**src/rtl/uart_word_rx_if.sv**
```systemverilog
`default_nettype none
// ============================================================================
//  Module      : uart_word_rx_if
//  Description : Word handshake between the UART word receiver (master) and
//                the downstream consumer (slave).
//  Revision    : 1.0  initial release
// ============================================================================
interface uart_word_rx_if #(
    parameter int WIDTH = 16
);
    logic [WIDTH-1:0] word_out;
    logic             word_valid;
    logic             word_ready;

    modport master (
        output word_out,
        output word_valid,
        input  word_ready
    );

    modport slave (
        input  word_out,
        input  word_valid,
        output word_ready
    );
endinterface
`default_nettype wire

```
**src/rtl/uart_word_rx.sv**
```systemverilog
`default_nettype none
// ============================================================================
//  Module      : uart_word_rx
//  Description : 8N1 UART receiver that assembles WIDTH/8 bytes (first byte
//                in the MSBs) into one word and offers it over valid/ready.
//                Reports framing errors, overruns and inter-byte timeouts.
//  Revision    : 1.0  initial release
// ============================================================================
module uart_word_rx #(
    parameter int CLK_HZ       = 100000000,
    parameter int BAUD         = 115200,
    parameter int WIDTH        = 16,
    parameter int TIMEOUT_BITS = 32
) (
    input  wire logic           clk,
    input  wire logic           rst,          // asynchronous, active low
    input  wire logic           rxd,
    uart_word_rx_if.master      word_if,
    output logic                frame_err,
    output logic                overrun,
    output logic                timeout_err
);

    localparam int c_CPB    = CLK_HZ / BAUD;
    localparam int c_HALF   = c_CPB / 2;
    localparam int c_NBYTES = WIDTH / 8;
    localparam int c_TO_CYC = TIMEOUT_BITS * c_CPB;
    localparam int c_CNT_W  = $clog2(c_CPB + 1);
    localparam int c_IDLE_W = $clog2(c_TO_CYC + 1);
    localparam int c_BCNT_W = $clog2(c_NBYTES + 1);

    localparam logic [c_CNT_W-1:0]  c_CPB_LAST  = c_CNT_W'(c_CPB - 1);
    localparam logic [c_CNT_W-1:0]  c_HALF_LAST = c_CNT_W'(c_HALF - 1);
    localparam logic [c_IDLE_W-1:0] c_TO_LAST   = c_IDLE_W'(c_TO_CYC - 1);
    localparam logic [c_BCNT_W-1:0] c_BCNT_LAST = c_BCNT_W'(c_NBYTES - 1);

    typedef enum logic [2:0] {
        S_IDLE  = 3'd0,
        S_START = 3'd1,
        S_DATA  = 3'd2,
        S_STOP  = 3'd3,
        S_BREAK = 3'd4
    } state_t;

    state_t              r_state;
    logic                r_rx_meta;
    logic                r_rxs;
    logic                r_rxs_prev;
    logic [c_CNT_W-1:0]  r_cnt;
    logic [c_IDLE_W-1:0] r_idle_cnt;
    logic [2:0]          r_bit_idx;
    logic [7:0]          r_shift;
    logic [WIDTH-1:0]    r_acc;
    logic [c_BCNT_W-1:0] r_byte_cnt;
    logic                r_word_done;   // last byte of a word was just accepted

    logic                w_fall;
    logic [WIDTH-1:0]    w_acc_next;

    assign w_fall = r_rxs_prev & ~r_rxs;

    // New byte enters at the LSB end so the first byte ends up in the MSBs.
    generate
        if (WIDTH > 8) begin : g_multi_byte
            assign w_acc_next = {r_acc[WIDTH-9:0], r_shift};
        end else begin : g_single_byte
            assign w_acc_next = r_shift;
        end
    endgenerate

    // Two-flop synchronizer plus one delayed copy for falling-edge detection.
    always_ff @(posedge clk or negedge rst) begin
        if (!rst) begin
            r_rx_meta  <= 1'b1;
            r_rxs      <= 1'b1;
            r_rxs_prev <= 1'b1;
        end else begin
            r_rx_meta  <= rxd;
            r_rxs      <= r_rx_meta;
            r_rxs_prev <= r_rxs;
        end
    end

    // Receive FSM: bit timing, byte assembly, framing and timeout handling.
    always_ff @(posedge clk or negedge rst) begin
        if (!rst) begin
            r_state     <= S_IDLE;
            r_cnt       <= '0;
            r_idle_cnt  <= '0;
            r_bit_idx   <= '0;
            r_shift     <= '0;
            r_acc       <= '0;
            r_byte_cnt  <= '0;
            r_word_done <= 1'b0;
            frame_err   <= 1'b0;
            timeout_err <= 1'b0;
        end else begin
            frame_err   <= 1'b0;
            timeout_err <= 1'b0;
            r_word_done <= 1'b0;

            // The output stage consumes the finished word this cycle.
            if (r_word_done) begin
                r_byte_cnt <= '0;
                r_acc      <= '0;
            end

            case (r_state)
                S_IDLE: begin
                    if (w_fall) begin
                        r_state    <= S_START;
                        r_cnt      <= '0;
                        r_idle_cnt <= '0;
                    end else if ((r_byte_cnt != '0) && !r_word_done) begin
                        // A partial word waits too long for its next byte.
                        if (r_idle_cnt == c_TO_LAST) begin
                            timeout_err <= 1'b1;
                            r_acc       <= '0;
                            r_byte_cnt  <= '0;
                            r_idle_cnt  <= '0;
                        end else begin
                            r_idle_cnt <= r_idle_cnt + 1'b1;
                        end
                    end
                end

                S_START: begin
                    if (r_cnt == c_HALF_LAST) begin
                        r_cnt <= '0;
                        if (r_rxs) begin
                            r_state <= S_IDLE;       // glitch, not a start bit
                        end else begin
                            r_state   <= S_DATA;
                            r_bit_idx <= '0;
                        end
                    end else begin
                        r_cnt <= r_cnt + 1'b1;
                    end
                end

                S_DATA: begin
                    if (r_cnt == c_CPB_LAST) begin
                        r_cnt   <= '0;
                        r_shift <= {r_rxs, r_shift[7:1]};
                        if (r_bit_idx == 3'd7) begin
                            r_state <= S_STOP;
                        end else begin
                            r_bit_idx <= r_bit_idx + 1'b1;
                        end
                    end else begin
                        r_cnt <= r_cnt + 1'b1;
                    end
                end

                S_STOP: begin
                    if (r_cnt == c_CPB_LAST) begin
                        r_cnt <= '0;
                        if (r_rxs) begin
                            r_acc      <= w_acc_next;
                            r_byte_cnt <= r_byte_cnt + 1'b1;
                            if (r_byte_cnt == c_BCNT_LAST) begin
                                r_word_done <= 1'b1;
                            end
                            r_state <= S_IDLE;
                        end else begin
                            frame_err  <= 1'b1;
                            r_acc      <= '0;
                            r_byte_cnt <= '0;
                            r_state    <= S_BREAK;
                        end
                    end else begin
                        r_cnt <= r_cnt + 1'b1;
                    end
                end

                S_BREAK: begin
                    // Stay here until the line returns high; no phantom bytes.
                    if (r_rxs) begin
                        r_state <= S_IDLE;
                    end
                end

                default: begin
                    r_state <= S_IDLE;
                end
            endcase
        end
    end

    // Output word register, valid/ready handshake and overrun detection.
    always_ff @(posedge clk or negedge rst) begin
        if (!rst) begin
            word_if.word_out   <= '0;
            word_if.word_valid <= 1'b0;
            overrun            <= 1'b0;
        end else begin
            overrun <= 1'b0;
            if (r_word_done) begin
                if (!word_if.word_valid || word_if.word_ready) begin
                    word_if.word_out   <= r_acc;
                    word_if.word_valid <= 1'b1;
                end else begin
                    overrun <= 1'b1;
                end
            end else if (word_if.word_valid && word_if.word_ready) begin
                word_if.word_valid <= 1'b0;
            end
        end
    end

endmodule
`default_nettype wire

```
**src/flat_wrapper.sv**
```systemverilog
// flat-port wrapper written by rule: the top's interface ports become plain ports
module uart_word_rx_flat 
#(
    parameter int CLK_HZ       = 100000000,
    parameter int BAUD         = 115200,
    parameter int WIDTH        = 16,
    parameter int TIMEOUT_BITS = 32
)
  (clk, rst, rxd, frame_err, overrun, timeout_err, word_if_word_out, word_if_word_valid, word_if_word_ready);
  uart_word_rx_if #(.WIDTH(WIDTH)) word_if_i ();
  input  wire logic clk;
  input  wire logic rst;
  input  wire logic rxd;
  output logic frame_err;
  output logic overrun;
  output logic timeout_err;
  output wire logic [$bits(word_if_i.word_out)-1:0] word_if_word_out;
  output wire logic [$bits(word_if_i.word_valid)-1:0] word_if_word_valid;
  input wire logic [$bits(word_if_i.word_ready)-1:0] word_if_word_ready;
  assign word_if_word_out = word_if_i.word_out;
  assign word_if_word_valid = word_if_i.word_valid;
  assign word_if_i.word_ready = word_if_word_ready;
  uart_word_rx #(.CLK_HZ(CLK_HZ), .BAUD(BAUD), .WIDTH(WIDTH), .TIMEOUT_BITS(TIMEOUT_BITS)) u_core (.clk(clk), .rst(rst), .rxd(rxd), .word_if(word_if_i), .frame_err(frame_err), .overrun(overrun), .timeout_err(timeout_err));
endmodule
```
**config.mk**
```make
export PLATFORM = sky130hd
export DESIGN_NAME = uart_word_rx_flat
export DESIGN_NICKNAME = d
export VERILOG_FILES = /design/src/rtl/uart_word_rx_if.sv /design/src/rtl/uart_word_rx.sv /design/src/flat_wrapper.sv
export SDC_FILE = /design/constraint.sdc
export NUM_CORES = 1
export LEC_CHECK = 0
export ABC_AREA = 1
export ABC_CLOCK_PERIOD_IN_PS = 4400
export CORE_MARGIN = 3
export CORE_UTILIZATION = 25
export CTS_BUF_LIST = sky130_fd_sc_hd__clkbuf_2
export CTS_CLUSTER_DIAMETER = 40
export DETAILED_ROUTE_END_ITERATION = 10
export SLEW_MARGIN = 10
export SYNTH_ARGS = -nofsm -noshare
export SYNTH_HDL_FRONTEND = slang
export SYNTH_SLANG_ARGS = --single-unit
```
**constraint.sdc**
```tcl
create_clock -name clk -period 4.4 [get_ports clk]
set_clock_uncertainty 0.05 [all_clocks]
set_input_delay 0.88 -clock clk [delete_from_list [all_inputs] [get_ports clk]]
set_output_delay 0.88 -clock clk [all_outputs]
set_load 0.05 [all_outputs]
```
-- After elaboration in Yosys (flattened, before gate mapping)
Index checks and enable logic that the tools add are counted.
- bits in registers: 81
- bits of input ports: 4
- output and inout bits: 20
- logic and storage cells: 110
- add/subtract/negate cells: 4
- eq/ne operators: 18
- multiplexer cells: 51
- bitwise gates (word level): 2
- reduce and logical (&&, ||, !) cells: 19
- operators with widths (cell ; count):
    $mux 16 ; 6
    $mux 15 ; 3
    $mux 3 ; 11
    $pmux 16 s2 ; 1
    $mux 10 ; 3
    $pmux 10 s3 ; 1
    $mux 1 ; 16
    $add 15x1->15 const B ; 1
    $eq 15x15->1 const B ; 1
    $pmux 3 s5 ; 1
    $mux 2 ; 7
    $ne 2x1->1 const B ; 6
    $add 10x1->10 const B ; 1
    $eq 10x10->1 const B ; 1
    $eq 10x9->1 const B ; 1
    $reduce_and 2->1 ; 5
    $reduce_bool 2->1 ; 4
    $eq 3x2->1 const B ; 2
    $eq 3x3->1 const B ; 2
    $ne 2x2->1 const B ; 3
    $pmux 3 s2 ; 1
    $reduce_and 6->1 ; 1
    $reduce_and 5->1 ; 1
    $pmux 2 s2 ; 1
    12 further kinds ; 14

-- Longest topological paths before layout
- depth in word-level cells: 5
- depth in mapped cells: 11
- mapped depth without buffers: 10

-- Least setup slack after synthesis
OpenSTA, ideal clock, no wires.
- kind: input to register
- start: in word_if_word_ready
- end: reg u_core.word_if.word_out[15]
- library setup time: 83 ps
- data arrival time: 1512 ps
- data required time: 4267 ps
- setup slack: 2755 ps
- stages on the path: 6
- path buffers: 1
- cell sequence: inv_1 > nand2_1 > nand2_1 > clkbuf_1 > nand2_1 > o21ai_0
- cells in the longest elaborated chain, start to end: 2
- ends and longest elaborated chain (item ; line ; source):
    from (decl) ; flat_wrapper.sv:19 ; input wire logic [$bits(word_if_i.word_ready)-1:0] word_if_word_ready;
    $logic_or 1x1->1 ; uart_word_rx.sv:199 ; if (!word_if.word_valid || word_if.word_ready) begin
    $reduce_and 2->1 (no source line) ; - ;
    to (signal assigned) ; uart_word_rx.sv:200 ; word_if.word_out <= r_acc;
    to (decl) ; uart_word_rx_if.sv:16 ; output word_out,
No other way between the ends.
A chain may end at the register's enable or synchronous reset.

-- Worst setup path after layout
- start: reg u_core.word_if.word_out[2]
- end: out word_if_word_out[2]
- RTL lines (item ; line ; source):
    to (decl) ; flat_wrapper.sv:17 ; output wire logic [$bits(word_if_i.word_out)-1:0] word_if_word_out;
No word-level cell between the ends.

==> results by group <==
Critical path
  • Critical Path Sink Type: output port
  • Critical path cell sequence: clkdlybuf4s50_1
  • CP max FO: 2
  • Critical path class: reg -> out
  • WP data arrival: 1.79 ns
  • Worst path max stage delay: 0.82 ns
  • Critical Path RT: 3.47 ns
  • CP delay by family, top: buffers and inverters
  • Slowest cell on crit path: clkdlybuf4s50_1
  • Buf/Inv on CP: 1
  • Worst setup SP type: flip-flop

Clock tree
  • CTS root buf: clkbuf_2
  • CTS resizes: 0
  • Register clock-pin slew on the reported worst setup and hold paths: 0.24 ns
  • Clk sinks: 81
  • Hold_buf cts: 0
  • CTS tree: yes
  • CTS buffer count: 9
  • Depth of the CTS H-tree: 3
  • Post-CTS setup buffer count: 0
  • Clock latency on the worst-skew pair: 0.55 ns
  • Clock buffer depth: 2

Yosys
  • Share of the synthesized area in the top cell type: 49.2%
  • Asr flop ratio synth: 100%
  • Leading area contributor after synthesis: dfrtp_1
  • #FFs+latches synth: 81
  • Post-synth top flop: dfrtp_1
  • YS warnings: 0
  • Count of cell types in the netlist: 33
  • Post-Syn Area: 3970 um^2
  • Syn nets: 510
  • Mapped Cells: 499
  • Register area share after synthesis: 51.2%
  • Number of enable flip-flop cells after synthesis: 0
  • Synth area leaders: dfrtp_1 (49%), nand2_1 (15%), nor2_1 (5.6%), inv_1 (4.4%), nand3_1 (4.3%)
  • Mean Syn Cell Area: 7.95 um^2

Route
  • Number of remaining DRC errors: 0
  • Drt wl/cell: 10.4 um
  • Initial drt markers: 224
  • Vias per cell: 4.19
  • Remaining antenna violation count: 0
  • Routed wire length: 7670 um
  • DR vias: 3096
  • Pre-Repair DR Iteration Count: 4

Worst hold path
  • HP Class: reg -> reg

Floorplan
  • Initial cell density of the core: 25.8%
  • # rows: 45
  • Placeable Area: 15400 um^2
  • Die X: 132 um
  • Die Area: 17400 um^2
  • I/O pin total: 24
  • Chip Height: 132 um

STA
  • Worst rel slew slack: 33.2%
  • Post-Route Setup TNS: 0 ns
  • Final Hold Fails: 0
  • WHS: 0.320 ns
  • Worst slew pin tran: 1.00 ns
  • Final Cycle Share: 61.9%
  • Max-slew violation count: 0
  • Crit path time final: 2.72 ns
  • Fmax: 367 MHz
  • Final count of negative-setup-slack endpoints: 0
  • RSZ-0062 raised after global routing: false

Run status
  • Status: finished clean

Power and ir drop
  • Comb pwr share: 19.9%
  • Pleak: 2.17 nW
  • Psw: 0.514 mW
  • Sequential power share: 56.5%
  • Clk pwr share: 23.6%
  • Max VDD drop: 133 uV
  • Switching part of the total power: 35.8%
  • Final Power: 1.44 mW
  • P_int: 0.923 mW
  • PD cells: 320 nW/um^2

GRT
  • Vias in the first global route: 3079
  • Overall routing resource usage: 9.60%
  • First-pass GRT wire length: 14100 um
  • Antenna violations before repair: 0
  • Gr ovfl total: 0
  • Pin count of the biggest net entering global routing: 82

Placed design
  • Gpl congestion: 0.858
  • Port Buffer Count: 23
  • Final HPWL DP: 5200 um

Layout
  • Nets@finish: 535
  • Area Overhead vs Synth: 13.3%
  • Layout cells sized above 1: 9.09%
  • Ant. Diodes: 0

Run
  • Max-Cap Viols: 0
## area by class of cell
class,count,area [um^2]
clock buffer,9,45.0
clock inverter,6,45.0
fill,1687,10900
inverter,59,221
multi-input combinational,350,1660
sequential,81,2030
tap,211,264
timing repair buffer,23,228
## final timing paths
kind / start / to / slack, ns / cells after the start
min in group asynchronous: rst / u_core.word_if.word_out[13] / 0.40 / 1
worst min-delay path: u_core.r_rx_meta / u_core.r_rxs / 0.32 / 0
max in group asynchronous: rst / u_core.r_state[1] / 3.22 / 1
worst min register to register: u_core.r_rx_meta / u_core.r_rxs / 0.32 / 0
worst max-delay path: u_core.word_if.word_out[2] / word_if_word_out[2] / 1.68 / 1
worst max register to register: u_core.r_word_done / u_core.r_idle_cnt[9] / 2.29 / 7
## worst register-to-register path: stages (launching register included)
cell and delay, ns:
dfrtp_1 0.70, nor2_1 0.33, inv_1 0.10, a21oi_2 0.49
nand3_1 0.13, nand2_1 0.08, o21ai_1 0.06, nor2_1 0.11
## flip-flops by register name, summed over array words and instances (netlist names), 2 cells and up
signal,cells
u_core.r_bit_idx,3
u_core.r_byte_cnt,2
u_core.r_shift,8
u_core.r_cnt,10
u_core.r_acc,16
u_core.word_if.word_out,16
u_core.r_idle_cnt,15
u_core.r_state,3
## cells in the mapped netlist, types with 4 or more instances
master / n
nor2_1: 59
ha_1: 7
clkbuf_1: 6
o21ai_1: 9
o21ai_0: 32
inv_2: 12
dfrtp_1: 78
nor3_1: 4
nor2_2: 4
nand2_2: 4
nand3_1: 34
xor2_1: 7
nand2_1: 160
nand4_1: 8
inv_1: 46
## per-layer routing
layer  vias up  global-route usage, %  share of wire [%]
met3         8                   2.63                3.3
met2        37                   15.4                 45
met4         0                   2.80                1.2
li1       1616                      -                  -
met5         -                      0                  0
met1      1435                   12.7                 50
## cells in the final DEF, fill, tap and decap left out, types with 3 or more instances in the layout
| cell | instances |
|---|---|
| nand2_1 | 160 |
| dfrtp_1 | 78 |
| nor2_1 | 59 |
| inv_1 | 46 |
| nand3_1 | 34 |
| o21ai_0 | 32 |
| clkdlybuf4s50_1 | 22 |
| inv_2 | 12 |
| o21ai_1 | 9 |
| clkbuf_2 | 9 |
| nand4_1 | 8 |
| xor2_1 | 7 |
| ha_1 | 7 |
| nand2_2 | 4 |
| nor2_2 | 4 |
| nor3_1 | 4 |
| a21oi_2 | 3 |
| a21oi_1 | 3 |
| dfstp_2 | 3 |
## power by group through the flow
stage          registers, mW  clock network [mW]  logic (mW)
2_1_floorplan          0.817                   0       0.217
3_3_place_gp           0.823                   0       0.290
3_5_place_dp           0.823                   0       0.293
4_1_cts                0.811               0.363       0.295
5_1_grt                0.817               0.401       0.342
6_report               0.811               0.339       0.286
## logic make-up after synthesis
family / synth area share, %
AND/OR/NAND/NOR: 30.7
flip-flops: 51.2
buffers and inverters: 6.91
AO/OA/AOI/OAI: 7.00
XOR/XNOR: 1.99
adder cells (fa/ha/maj): 2.21
## through the flow
stage          area (um^2)  std cells  setup slack [ns]  util (%)
6_report              4500        739              1.68      29.2
4_1_cts               4500        739              1.60      29.2
2_1_floorplan         3970        499              2.75         -
3_3_place_gp          4410        724              1.95      28.7
3_5_place_dp          4410        724              1.86      28.7
5_1_grt               4500        739              1.53      29.2
(Power assumes the default switching activity.)
